===== config.mk =====
export PLATFORM = sky130hd
export DESIGN_NAME = tx_beat_addr_gen
export DESIGN_NICKNAME = d
export VERILOG_FILES = /design/src/rtl/tx_beat_addr_gen.sv
export SDC_FILE = /design/constraint.sdc
export NUM_CORES = 1
export LEC_CHECK = 0
export ABC_CLOCK_PERIOD_IN_PS = 3550
export BUFFER_PORTS_ARGS = -buffer_cell sky130_fd_sc_hd__buf_2
export CORE_MARGIN = 5
export CORE_UTILIZATION = 25
export DETAILED_ROUTE_END_ITERATION = 8
export PLACE_DENSITY_LB_ADDON = 0.05
export SYNTH_ARGS = -nofsm -noshare
export SYNTH_HDL_FRONTEND = slang
export SYNTH_SLANG_ARGS = --single-unit

===== constraint.sdc =====
create_clock -name clk -period 3.55 [get_ports clk]
set_clock_uncertainty 0.1 [all_clocks]
set_input_delay 0.355 -clock clk [delete_from_list [all_inputs] [get_ports clk]]
set_output_delay 0.355 -clock clk [all_outputs]
set_load 0.03 [all_outputs]

===== src/rtl/tx_beat_addr_gen.sv =====
// TX beat address generator: per-beat buffer addresses for GEM TX DMA packets,
// a length doorbell per completed packet, and an in-flight packet limit.
module tx_beat_addr_gen #(
  parameter int unsigned ADDR_WIDTH           = 12,
  parameter int unsigned BUS_WIDTH            = 32,
  parameter int unsigned BASE_ADDR            = 0,
  parameter int unsigned MAX_PKT_BYTES        = 2048,
  parameter int unsigned PACKET_COUNTER_WIDTH = 2
) (
  input  logic                            clk,
  input  logic                            reset,
  input  logic                            i_beat_valid,
  output logic                            o_beat_ready,
  input  logic                            i_beat_last,
  output logic [ADDR_WIDTH-1:0]           o_addr_data,
  output logic                            o_addr_valid,
  input  logic                            i_addr_ready,
  output logic                            o_pkt_done,
  output logic [ADDR_WIDTH:0]             o_pkt_len,
  input  logic                            i_pkt_consumed,
  output logic [PACKET_COUNTER_WIDTH:0]   o_outstanding,
  output logic                            o_overflow
);

  localparam int unsigned BEAT_BYTES      = BUS_WIDTH / 8;
  localparam int unsigned OFF_W           = ADDR_WIDTH + 1;
  localparam int unsigned CNT_W           = PACKET_COUNTER_WIDTH + 1;
  localparam int unsigned MAX_OUTSTANDING = 1 << PACKET_COUNTER_WIDTH;

  localparam logic [OFF_W-1:0]      BEAT_OFF = OFF_W'(BEAT_BYTES);
  localparam logic [OFF_W-1:0]      MAX_OFF  = OFF_W'(MAX_PKT_BYTES);
  localparam logic [ADDR_WIDTH-1:0] BASE     = ADDR_WIDTH'(BASE_ADDR);
  localparam logic [CNT_W-1:0]      MAX_CNT  = CNT_W'(MAX_OUTSTANDING);

  localparam logic [1:0] S_IDLE  = 2'd0;
  localparam logic [1:0] S_DATA  = 2'd1;
  localparam logic [1:0] S_DRAIN = 2'd2;

  logic [1:0]            r_state;
  logic [1:0]            w_state_nxt;
  logic [OFF_W-1:0]      r_offset;
  logic [OFF_W-1:0]      w_offset_nxt;
  logic [CNT_W-1:0]      r_outstanding;
  logic [CNT_W-1:0]      w_outstanding_nxt;
  logic [ADDR_WIDTH-1:0] r_addr_data;
  logic                  r_addr_valid;
  logic                  r_addr_last;
  logic                  r_pkt_done;
  logic [ADDR_WIDTH:0]   r_pkt_len;
  logic                  r_overflow;

  logic                  w_ready;
  logic                  w_stage_free;
  logic                  w_accept;
  logic                  w_addr_hs;
  logic                  w_emit;
  logic [ADDR_WIDTH-1:0] w_emit_addr;
  logic                  w_emit_last;
  logic                  w_start;
  logic                  w_release;
  logic                  w_set_ovf;
  logic                  w_consume;
  logic [CNT_W:0]        w_cnt_up;
  logic [CNT_W:0]        w_cnt_dn;
  logic [ADDR_WIDTH:0]   w_pkt_len;

  assign w_stage_free = !r_addr_valid || i_addr_ready;
  assign w_accept     = i_beat_valid && w_ready;
  assign w_addr_hs    = r_addr_valid && i_addr_ready;
  assign w_consume    = i_pkt_consumed && (r_outstanding != '0);
  assign w_pkt_len    = {1'b0, r_addr_data - BASE} + (ADDR_WIDTH + 1)'(BEAT_BYTES);

  // Start, consume and drop-release are summed in a single update.
  assign w_cnt_up          = {1'b0, r_outstanding} + (CNT_W + 1)'(w_start);
  assign w_cnt_dn          = (CNT_W + 1)'(w_consume) + (CNT_W + 1)'(w_release);
  assign w_outstanding_nxt = (w_cnt_up > w_cnt_dn) ? CNT_W'(w_cnt_up - w_cnt_dn) : '0;

  always_comb begin
    w_state_nxt  = r_state;
    w_offset_nxt = r_offset;
    w_ready      = 1'b0;
    w_emit       = 1'b0;
    w_emit_addr  = BASE;
    w_emit_last  = 1'b0;
    w_start      = 1'b0;
    w_release    = 1'b0;
    w_set_ovf    = 1'b0;
    case (r_state)
      S_IDLE: begin
        w_ready = !reset && w_stage_free && (r_outstanding < MAX_CNT);
        if (w_accept) begin
          w_start     = 1'b1;
          w_emit      = 1'b1;
          w_emit_last = i_beat_last;
          if (i_beat_last) begin
            w_offset_nxt = '0;
          end else begin
            w_offset_nxt = BEAT_OFF;
            w_state_nxt  = S_DATA;
          end
        end
      end
      S_DATA: begin
        w_ready = !reset && w_stage_free;
        if (w_accept) begin
          if (r_offset < MAX_OFF) begin
            w_emit       = 1'b1;
            w_emit_addr  = BASE + r_offset[ADDR_WIDTH-1:0];
            w_emit_last  = i_beat_last;
            w_offset_nxt = r_offset + BEAT_OFF;
            if (i_beat_last) begin
              w_offset_nxt = '0;
              w_state_nxt  = S_IDLE;
            end
          end else begin
            // Buffer full: this beat and the rest of the packet are dropped.
            w_set_ovf = 1'b1;
            if (i_beat_last) begin
              w_release    = 1'b1;
              w_offset_nxt = '0;
              w_state_nxt  = S_IDLE;
            end else begin
              w_state_nxt = S_DRAIN;
            end
          end
        end
      end
      S_DRAIN: begin
        w_ready = !reset;
        if (w_accept && i_beat_last) begin
          w_release    = 1'b1;
          w_offset_nxt = '0;
          w_state_nxt  = S_IDLE;
        end
      end
      default: w_state_nxt = S_IDLE;
    endcase
  end

  always_ff @(posedge clk or posedge reset) begin
    if (reset) begin
      r_state       <= S_IDLE;
      r_offset      <= '0;
      r_outstanding <= '0;
      r_addr_data   <= '0;
      r_addr_valid  <= 1'b0;
      r_addr_last   <= 1'b0;
      r_pkt_done    <= 1'b0;
      r_pkt_len     <= '0;
      r_overflow    <= 1'b0;
    end else begin
      r_state       <= w_state_nxt;
      r_offset      <= w_offset_nxt;
      r_outstanding <= w_outstanding_nxt;
      if (w_stage_free) begin
        r_addr_valid <= w_emit;
        if (w_emit) begin
          r_addr_data <= w_emit_addr;
          r_addr_last <= w_emit_last;
        end
      end
      r_pkt_done <= w_addr_hs && r_addr_last;
      if (w_addr_hs && r_addr_last) begin
        r_pkt_len <= w_pkt_len;
      end
      if (w_set_ovf) begin
        r_overflow <= 1'b1;
      end
    end
  end

  assign o_beat_ready  = w_ready;
  assign o_addr_data   = r_addr_data;
  assign o_addr_valid  = r_addr_valid;
  assign o_pkt_done    = r_pkt_done;
  assign o_pkt_len     = r_pkt_len;
  assign o_outstanding = r_outstanding;
  assign o_overflow    = r_overflow;

endmodule

==> impl_metrics.csv, run 1 <==
group,metric,value,unit
synth,yosysMostFrequentCell,"dfrtp_1",
run_status,outcome,"finished, final reports clean",
setup_path,r2r_cells,10,
routing,wl_met1,2.68,mm
routing,vias_per_cell,4.68,
timing,setup_viol,0,
routing,wire_per_inst,14.8,um
setup_path,worst-endpoint-arrival,3.20,ns
global_route,grt_pass1_wl,9.60,mm
setup_path,cpMostUsedCell,"ha_1",
setup_path,crit_path_max_incr_delay,0.46,ns
timing,slew_violations,0,
setup_path,endpoint,"o_outstanding[2]",
setup_path,critPathLaunchType,"flip-flop",
timing,worst_pin_slew,0.951,ns
timing,max_freq,323,MHz
die,pin_count,38,
routing,drt_iter0_markers,50,
clock_tree,cts-htree-levels,2,
global_route,grt_use_total,10.6,%
synth,synthTopCellsByArea,"dfrtp_1 (47%), ha_1 (6.5%), o21ai_0 (3.9%)",
clock_tree,ctsLongestPathBuffers,2,
die,initial_core_util,25.4,%
timing,tns,0,ns
synth,syn_avg_cell_area,9.83,um^2
placement,routabilityCongestion,0.744,
die,die_w,106,um
hold_path,hold_path.class,"in -> async",
synth,synth_top_area_cell,"dfrtp_1",
clock_tree,cts_buffers,5,
power,power_leakage,0.00129,uW
setup_path,path_cells,"ha_1 -> or3b_1 -> a211o_1 -> nor2_1 -> ha_1 -> ha_1 -> fa_1 -> xnor2_1 -> xnor2_1 -> nor2_1",
synth,ys_seq_elements,43,
clock_tree,worstSkewPairLatency,0.31,ns
routing,top_layer_used,"met4",
synth,synth_cells,235,
finish,num_antenna_cells,0,
clock_tree,cts_setup_buffers,0,
clock_tree,postCtsResizedCells,0,
clock_tree,path_clk_slew,0.10,ns
synth,synth_ff_type,"dfrtp_1",
finish,nFillCells,973,
setup_path,reg2reg_from,"r_state[0]",
setup_path,critPathMaxFanout,6,
synth,ys_async_sr_fraction,100,%
global_route,antenna_found_initial,0,
global_route,grt_max_degree,44,
power,p_per_area,570,mW/mm^2
finish,syn_to_final_growth,18.2,%
die,num_rows,35,
routing,ant_nets,0,
timing,grt_setup_unrepaired,"no",
routing,met3_length,251,um
setup_path,rr_endpoint,"o_outstanding[2]",
power,p_total,1560,uW
finish,drive_gt1_share,21.0,%
clock_tree,cts_sinks,43,
setup_path,cp-startpoint,"r_state[0]",
clock_tree,holdBufCountCts,0,
timing,min_period,3.10,ns
routing,met2_length,2.64,mm
timing,finalHoldViolCount,0,
synth,ys_types,44,
die,dieArea,0.0113,mm^2
timing,finalCritPeriodShare,87.3,%
placement,hpwlAfterDp,4.12,mm
synth,yosysWarnings,0,
routing,routed_wl,5.64,mm
routing,drc,0,
setup_path,rrSetupSlack,0.45,ns
die,core-area,0.00911,mm^2
setup_path,slowest_stage,"or3b_1",
timing,fin_hold_ws,0.171,ns
synth,ys_seq_area_share,46.6,%
setup_path,cp-end-kind,"flip-flop",
synth,synth_common_cells,"dfrtp_1 (43), nand2_1 (22), nor2_1 (21)",
placement,io_buffers,37,
clock_tree,cts_root_buf,"clkbuf_8",
synth,syn_area,0.00231,mm^2
synth,synth-edff-count,0,
setup_path,crit_type,"reg -> reg",
global_route,overflow,0,
timing,slew_headroom,36.6,%
job,maxCapViolations,0,
clock_tree,cts_tree,"done",
setup_path,required,3.65,ns
routing,routed-via-count,1786,
die,dieHeight,106,um
power,max-vdd-ir-drop,0.193,mV
finish,nNetsFinal,289,
global_route,grt_pass1_vias,1802,
synth,synth.top_cell.area_share,46.6,%
synth,syn-num-nets,254,
routing,drtPass1Iterations,4,
## layout make-up
type	count	area, um^2	area share (%)
timing repair buffer	41	215	7.88
sequential	43	1080	39.4
clock buffer	5	68.8	2.52
clock inverter	3	67.6	2.47
inverter	14	52.6	1.92
tap	111	139	5.08
multi-input combinational	165	1110	40.8
## layout by cell type, fill, tap and decap left out, types with 2 or more instances in the layout
| master | n |
|---|---|
| nor2_1 | 21 |
| o21bai_1 | 2 |
| nor2b_1 | 7 |
| o31ai_1 | 9 |
| ha_1 | 12 |
| buf_2 | 37 |
| nand2b_1 | 3 |
| and2_1 | 3 |
| clkbuf_8 | 5 |
| bufinv_16 | 2 |
| mux2_2 | 3 |
| a21oi_1 | 3 |
| nand3_1 | 8 |
| o41ai_1 | 6 |
| xor2_1 | 4 |
| xnor2_1 | 6 |
| nor3b_1 | 2 |
| inv_1 | 13 |
| dfrtp_1 | 43 |
| or2_2 | 2 |
| o21ai_0 | 18 |
| nand2_1 | 22 |
| a22o_1 | 9 |
| nand4_1 | 3 |
| a31oi_1 | 3 |
| buf_4 | 4 |
| a211oi_1 | 2 |
## routing by layer
layer,vias up,global-route usage [%]
li1,905,-
met1,841,13.6
met2,34,17.4
met3,6,2.73
met4,0,3.15
met5,-,0
## cells by family (layout without fill, tap and decap cells)
kind of cell               Yosys count  in the layout  share of synthesized area (%)
adders and majority gates           13             13                           7.36
muxes                                3              3                           1.46
and+or+nand+nor                     76             76                           15.8
DFF                                 43             43                           46.6
AOI/OAI and AO/OA                   63             63                           19.8
xor gates and xnor gates            10             10                           3.79
buffers and inverters               27             63                           5.25
## metrics by stage
step	cell area [um^2]	util [%]	instances	setup WS [ns]
detailed placement	2600	28.5	374	0.419
finish	2730	30.0	382	0.450
global route	2730	30.0	382	0.218
global placement	2600	28.5	374	0.506
floorplan	2310	-	235	0.499
CTS	2730	30.0	382	0.407
## flip-flops by register name (all words and copies together) (netlist names)
signal and flops:
o_addr_data 11, o_addr_valid 1, o_outstanding 3, o_overflow 1, o_pkt_done 1, o_pkt_len 12
r_addr_last 1, r_offset 11, r_state 2
## how the worst min path moves through the flow
stage                             start             to  slack [ns]  cells past startpoint
after floorplan             r_addr_last    r_addr_last        0.38                      2
after global placement    o_pkt_len[12]  o_pkt_len[12]        0.35                      2
after detailed placement  o_pkt_len[12]  o_pkt_len[12]        0.35                      2
after CTS                         reset     r_state[0]        0.24                      2
after global routing              reset   o_addr_valid        0.30                      2
final                             reset   o_addr_valid        0.17                      2
## where the power goes
group / leakage, uW / internal, uW / switching [uW]
Sequential: 0.000589 / 537 / 43.2
Clock: 0.0000644 / 281 / 189
Combinational: 0.000642 / 173 / 333
## worst max-delay path, delay by kind of cell (launching register included)
kind                       cells  cell delay (ns)
AOI/OAI and AO/OA              1             0.36
xor gates and xnor gates       2             0.32
adders and majority gates      4             1.14
DFF                            1             0.42
and+or+nand+nor                3             0.65
Note: power is estimated with default switching activity, not from simulation.
==> run 2: changes to the inputs <==
--- a/config.mk
+++ b/config.mk
@@ -7,8 +7,7 @@
 export LEC_CHECK = 0
 export ABC_CLOCK_PERIOD_IN_PS = 3550
 export BUFFER_PORTS_ARGS = -buffer_cell sky130_fd_sc_hd__buf_2
-export CORE_MARGIN = 5
-export CORE_UTILIZATION = 25
+export CORE_UTILIZATION = 56
 export DETAILED_ROUTE_END_ITERATION = 8
 export PLACE_DENSITY_LB_ADDON = 0.05
 export SYNTH_ARGS = -nofsm -noshare
==> run 2 against run 1 <==
Final cell count down 17%. Hold slack worse by 0.063 ns. Largest power group unchanged. Via count up 0.90%. Die area down 61%. Clock power down 32%. Setup slack better by 0.035 ns.
==> impl_metrics.csv, run 2 (synthesized netlist as in run 1, its figures left out) <==
group,metric,value,unit
finish,nNetsFinal,287,
setup_path,crit_path_max_incr_delay,0.45,ns
setup_path,path_delay_family,"adder cells",
die,core-area,0.00380,mm^2
setup_path,crit_type,"reg -> reg",
setup_path,slowest_stage,"or3b_1",
setup_path,cp-end-kind,"flip-flop",
routing,drtPass1Iterations,4,
setup_path,reg2reg_from,"r_state[0]",
clock_tree,postCtsResizedCells,0,
die,initial_core_util,60.8,%
placement,routabilityCongestion,0.830,
power,p_total,1380,uW
clock_tree,cts_sinks,43,
timing,finalHoldViolCount,0,
global_route,overflow,0,
timing,tns,0,ns
routing,drt_iter0_markers,92,
global_route,grt_pass1_wl,7.79,mm
clock_tree,path_clk_slew,0.08,ns
global_route,grt_pass1_vias,1697,
routing,vias_per_cell,5.68,
timing,grt_setup_unrepaired,"no",
clock_tree,cts_tree,"done",
timing,worst_pin_slew,1.11,ns
setup_path,crit_buf_inv,1,
setup_path,r2r_cells,11,
setup_path,rr_endpoint,"o_outstanding[2]",
clock_tree,cts_setup_buffers,0,
setup_path,required,3.63,ns
clock_tree,cts_root_buf,"clkbuf_8",
die,die_w,66.2,um
die,dieArea,0.00439,mm^2
finish,nFillCells,291,
global_route,antenna_found_initial,0,
timing,slew_violations,0,
global_route,grt_use_total,23.8,%
routing,drc,0,
finish,final_util,68.3,%
timing,slew_headroom,25.4,%
finish,final_common_cell,"dfrtp_1",
setup_path,worst-endpoint-arrival,3.15,ns
power,power_leakage,0.00126,uW
setup_path,critPathMaxFanout,6,
placement,hpwlAfterDp,3.29,mm
finish,drive_gt1_share,20.1,%
power,max-vdd-ir-drop,0.411,mV
routing,ant_nets,0,
setup_path,cpMostUsedCell,"ha_1",
finish,num_antenna_cells,0,
die,num_rows,22,
setup_path,path_cells,"ha_1 -> or3b_1 -> a211o_1 -> a211oi_1 -> ha_1 -> ha_1 -> inv_1 -> fa_1 -> xnor2_1 -> xnor2_1 -> nor2_1",
die,dieHeight,66.2,um
job,maxCapViolations,0,
clock_tree,cts_buffers,5,
routing,routed_wl,4.51,mm
finish,syn_to_final_growth,12.3,%
run_status,outcome,"finished, final reports clean",
setup_path,rrSetupSlack,0.48,ns
hold_path,hold_path.class,"in -> async",
clock_tree,worstSkewPairLatency,0.30,ns
global_route,grt_max_degree,44,
timing,min_period,3.07,ns
clock_tree,cts-htree-levels,2,
routing,routed-via-count,1802,
timing,finalCritPeriodShare,86.3,%
clock_tree,holdBufCountCts,0,
timing,setup_viol,0,
clock_tree,ctsLongestPathBuffers,2,
timing,max_freq,326,MHz
die,pin_count,38,
placement,io_buffers,37,
routing,wire_per_inst,14.2,um
timing,fin_hold_ws,0.108,ns
finish,final_cell_mix,"dfrtp_1 (43), buf_2 (37), nand2_1 (22)",
finish,largest_reg_flops,12,
power,p_per_area,533,mW/mm^2
setup_path,critPathLaunchType,"flip-flop",
run 2: cell count changes in the layout (fill, tap and decap cells not counted), sizes merged:
cell | previous run | this run
inv | 14 | 15
buf | 41 | 39
bufinv | 2 | 0
clkinvlp | 1 | 2
run 2: layout make-up:
class | instances | area, um^2 | share of cell area [%]
clock buffers | 5 | 68.8 | 2.65
flip-flops and latches | 43 | 1080 | 41.5
clock inverters | 3 | 23.8 | 0.916
multi-input cells | 165 | 1110 | 42.9
inverters | 14 | 52.6 | 2.03
repair buffers | 39 | 200 | 7.71
well taps | 48 | 60.1 | 2.31
run 2: worst max path at each step:
stage / startpoint / end / slack, ns / cells past startpoint
after floorplan: r_state[0] / o_beat_ready / 0.50 / 5
after global placement: r_state[0] / o_outstanding[2] / 0.57 / 10
final: r_state[0] / o_outstanding[2] / 0.48 / 11
after CTS: r_state[0] / o_outstanding[2] / 0.50 / 11
after global routing: r_state[1] / o_outstanding[2] / 0.25 / 11
after detailed placement: r_state[0] / o_outstanding[2] / 0.51 / 10
run 2: power by group:
part,internal (uW),switching (uW)
combinational,161,319
clock,141,179
sequential,537,44.8
total,839,543
run 2: layer usage:
metal  track usage [%]  routed length (um)  up-vias
li1                  -                   -      900
met1              30.7                2200      859
met3              5.34                 187        4
met5                 0                   0        -
met2              38.9                2070       39
met4              8.78                  57        0
run 2: worst reg2reg max path, cell delays in order (launching register included):
cell,delay [ns]
dfrtp_1,0.42
ha_1,0.24
or3b_1,0.45
a211o_1,0.34
a211oi_1,0.29
ha_1,0.19
ha_1,0.13
inv_1,0.05
fa_1,0.39
xnor2_1,0.18
xnor2_1,0.13
nor2_1,0.05
run 2: per-stage QoR:
step                instances  setup slack (ns)  cell area, um^2
detailed placement        309             0.508             2500
floorplan                 235             0.499             2310
global route              317             0.254             2590
CTS                       317             0.499             2590
global placement          309             0.571             2500
finish                    317             0.485             2590
==> run 3: changes to the inputs <==
--- a/config.mk
+++ b/config.mk
@@ -7,7 +7,7 @@
 export LEC_CHECK = 0
 export ABC_CLOCK_PERIOD_IN_PS = 3550
 export BUFFER_PORTS_ARGS = -buffer_cell sky130_fd_sc_hd__buf_2
-export CORE_UTILIZATION = 56
+export CORE_UTILIZATION = 45
 export DETAILED_ROUTE_END_ITERATION = 8
 export PLACE_DENSITY_LB_ADDON = 0.05
 export SYNTH_ARGS = -nofsm -noshare
==> run 3 against run 2 <==
Final cell count grew 7.3%. Setup slack lost 0.16 ns. Final area grew 3.7%. Flip-flop and latch count is the same. Sequential power is essentially flat. Utilization shrank 12 points. Clock power grew 40%. Largest cell class unchanged.
==> impl_metrics.csv, run 3 (synthesized netlist as in run 1, its figures left out) <==
group,metric,value,unit
run_status,outcome,"finished, final reports clean",
routing,routed_wl,4.57,mm
timing,slew_violations,0,
routing,vias_per_cell,5.25,
finish,syn_to_final_growth,16.5,%
finish,seq_area,0.00108,mm^2
finish,final_cell_mix,"dfrtp_1 (43), buf_2 (37), nand2_1 (22)",
finish,nNetsFinal,291,
clock_tree,holdBufCountCts,1,
global_route,antenna_found_initial,0,
setup_path,cp-end-kind,"flip-flop",
setup_path,required,3.63,ns
timing,tns,0,ns
die,die_w,73.7,um
power,power_leakage,0.00130,uW
routing,routed-via-count,1784,
timing,min_period,3.23,ns
timing,grt_setup_unrepaired,"no",
finish,num_antenna_cells,0,
finish,nFillCells,454,
global_route,grt_pass1_vias,1631,
routing,ant_nets,0,
finish,drive_gt1_share,20.5,%
clock_tree,path_clk_slew,0.08,ns
routing,drt_iter0_markers,77,
die,dieArea,0.00543,mm^2
die,core-area,0.00482,mm^2
clock_tree,cts_setup_buffers,0,
global_route,overflow,0,
clock_tree,cts_buffers,5,
power,max-vdd-ir-drop,0.242,mV
setup_path,critPathMaxFanout,6,
global_route,grt_use_total,18.7,%
timing,worst_pin_slew,0.647,ns
timing,finalHoldViolCount,0,
placement,routabilityCongestion,0.847,
finish,largest_reg_flops,12,
setup_path,rrSetupSlack,0.43,ns
setup_path,critPathLaunchType,"primary input",
clock_tree,cts_sinks,43,
routing,wire_per_inst,13.4,um
die,initial_core_util,48.0,%
hold_path,hold_path.class,"in -> reg",
clock_tree,postCtsResizedCells,0,
die,pin_count,38,
clock_tree,cts_tree,"done",
power,p_per_area,567,mW/mm^2
timing,setup_viol,0,
clock_tree,worstSkewPairLatency,0.30,ns
finish,multi_input_area,0.00111,mm^2
global_route,grt_pass1_wl,7.61,mm
clock_tree,ctsLongestPathBuffers,2,
routing,drc,0,
die,num_rows,25,
clock_tree,cts-htree-levels,2,
timing,max_freq,310,MHz
timing,slew_headroom,56.8,%
timing,finalCritPeriodShare,90.9,%
die,dieHeight,73.7,um
setup_path,crit_type,"in -> reg",
power,p_total,1520,uW
clock_tree,cts_root_buf,"clkbuf_8",
placement,hpwlAfterDp,3.37,mm
placement,io_buffers,37,
global_route,grt_max_degree,36,
routing,drtPass1Iterations,4,
job,maxCapViolations,0,
finish,final_common_cell,"dfrtp_1",
setup_path,worst-endpoint-arrival,3.31,ns
## run 3: cell types whose count changed in the layout (fill, tap and decap cells not counted)
cell	previous run	this run
inv_1	14	13
bufinv_16	0	2
clkinv_1	0	1
clkinvlp_4	2	0
dlygate4sd3_1	0	1
clkbuf_1	0	1
inv_6	1	0
buf_4	2	5
## run 3: path summary, 6_finish.rpt
path	startpoint	endpoint	cells after the start
hold / removal	i_addr_ready	o_addr_valid	3
min in group asynchronous	reset	r_offset[9]	3
setup reg to reg	r_state[0]	o_outstanding[2]	11
hold reg to reg	o_pkt_len[8]	o_pkt_len[8]	2
setup / recovery	reset	o_outstanding[2]	12
max in group asynchronous	reset	r_offset[2]	4
## run 3: cell type report
| class | count | area share, % |
|---|---|---|
| Tap cell | 67 | 3.11 |
| Inverter | 14 | 1.95 |
| Clock buffer | 6 | 2.70 |
| Multi-Input combinational cell | 165 | 41.4 |
| Sequential cell | 43 | 40.0 |
| Timing Repair Buffer | 43 | 8.65 |
| Clock inverter | 2 | 2.23 |
## run 3: routing by layer
layer | vias to the layer above | track usage, % | part of all wire (%)
met5 | - | 0 | 0
met4 | 0 | 6.41 | 1.5
met3 | 6 | 4.53 | 3.1
met2 | 29 | 29.1 | 45
met1 | 840 | 25.7 | 51
li1 | 909 | - | -
## run 3: metrics by stage
step | utilization, % | std cells | hold slack, ns | setup WS [ns] | cell area [um^2]
final | 55.9 | 340 | 0.368 | 0.323 | 2690
after global routing | 55.9 | 340 | 0.372 | 0.136 | 2690
after CTS | 55.9 | 340 | 0.355 | 0.335 | 2690
after detailed placement | 52.9 | 331 | 0.209 | 0.436 | 2550
after global placement | 52.9 | 331 | 0.205 | 0.565 | 2550
after floorplan | - | 235 | 0.375 | 0.499 | 2310
## run 3: worst max-delay path, stage by stage
cell and delay [ns]:
dlygate4sd3_1 0.53, buf_2 0.14, or3b_1 0.47, a211o_1 0.35
a211oi_1 0.30, ha_1 0.18, ha_1 0.14, inv_1 0.05
fa_1 0.40, xnor2_1 0.18, xnor2_1 0.14, nor2_1 0.05
## run 3: where the power goes
group	total (uW)	switching (uW)	leakage [uW]	internal, uW
registers	582	44.8	0.000589	537
clock network	447	166	0.0000654	281
logic	496	322	0.000648	174
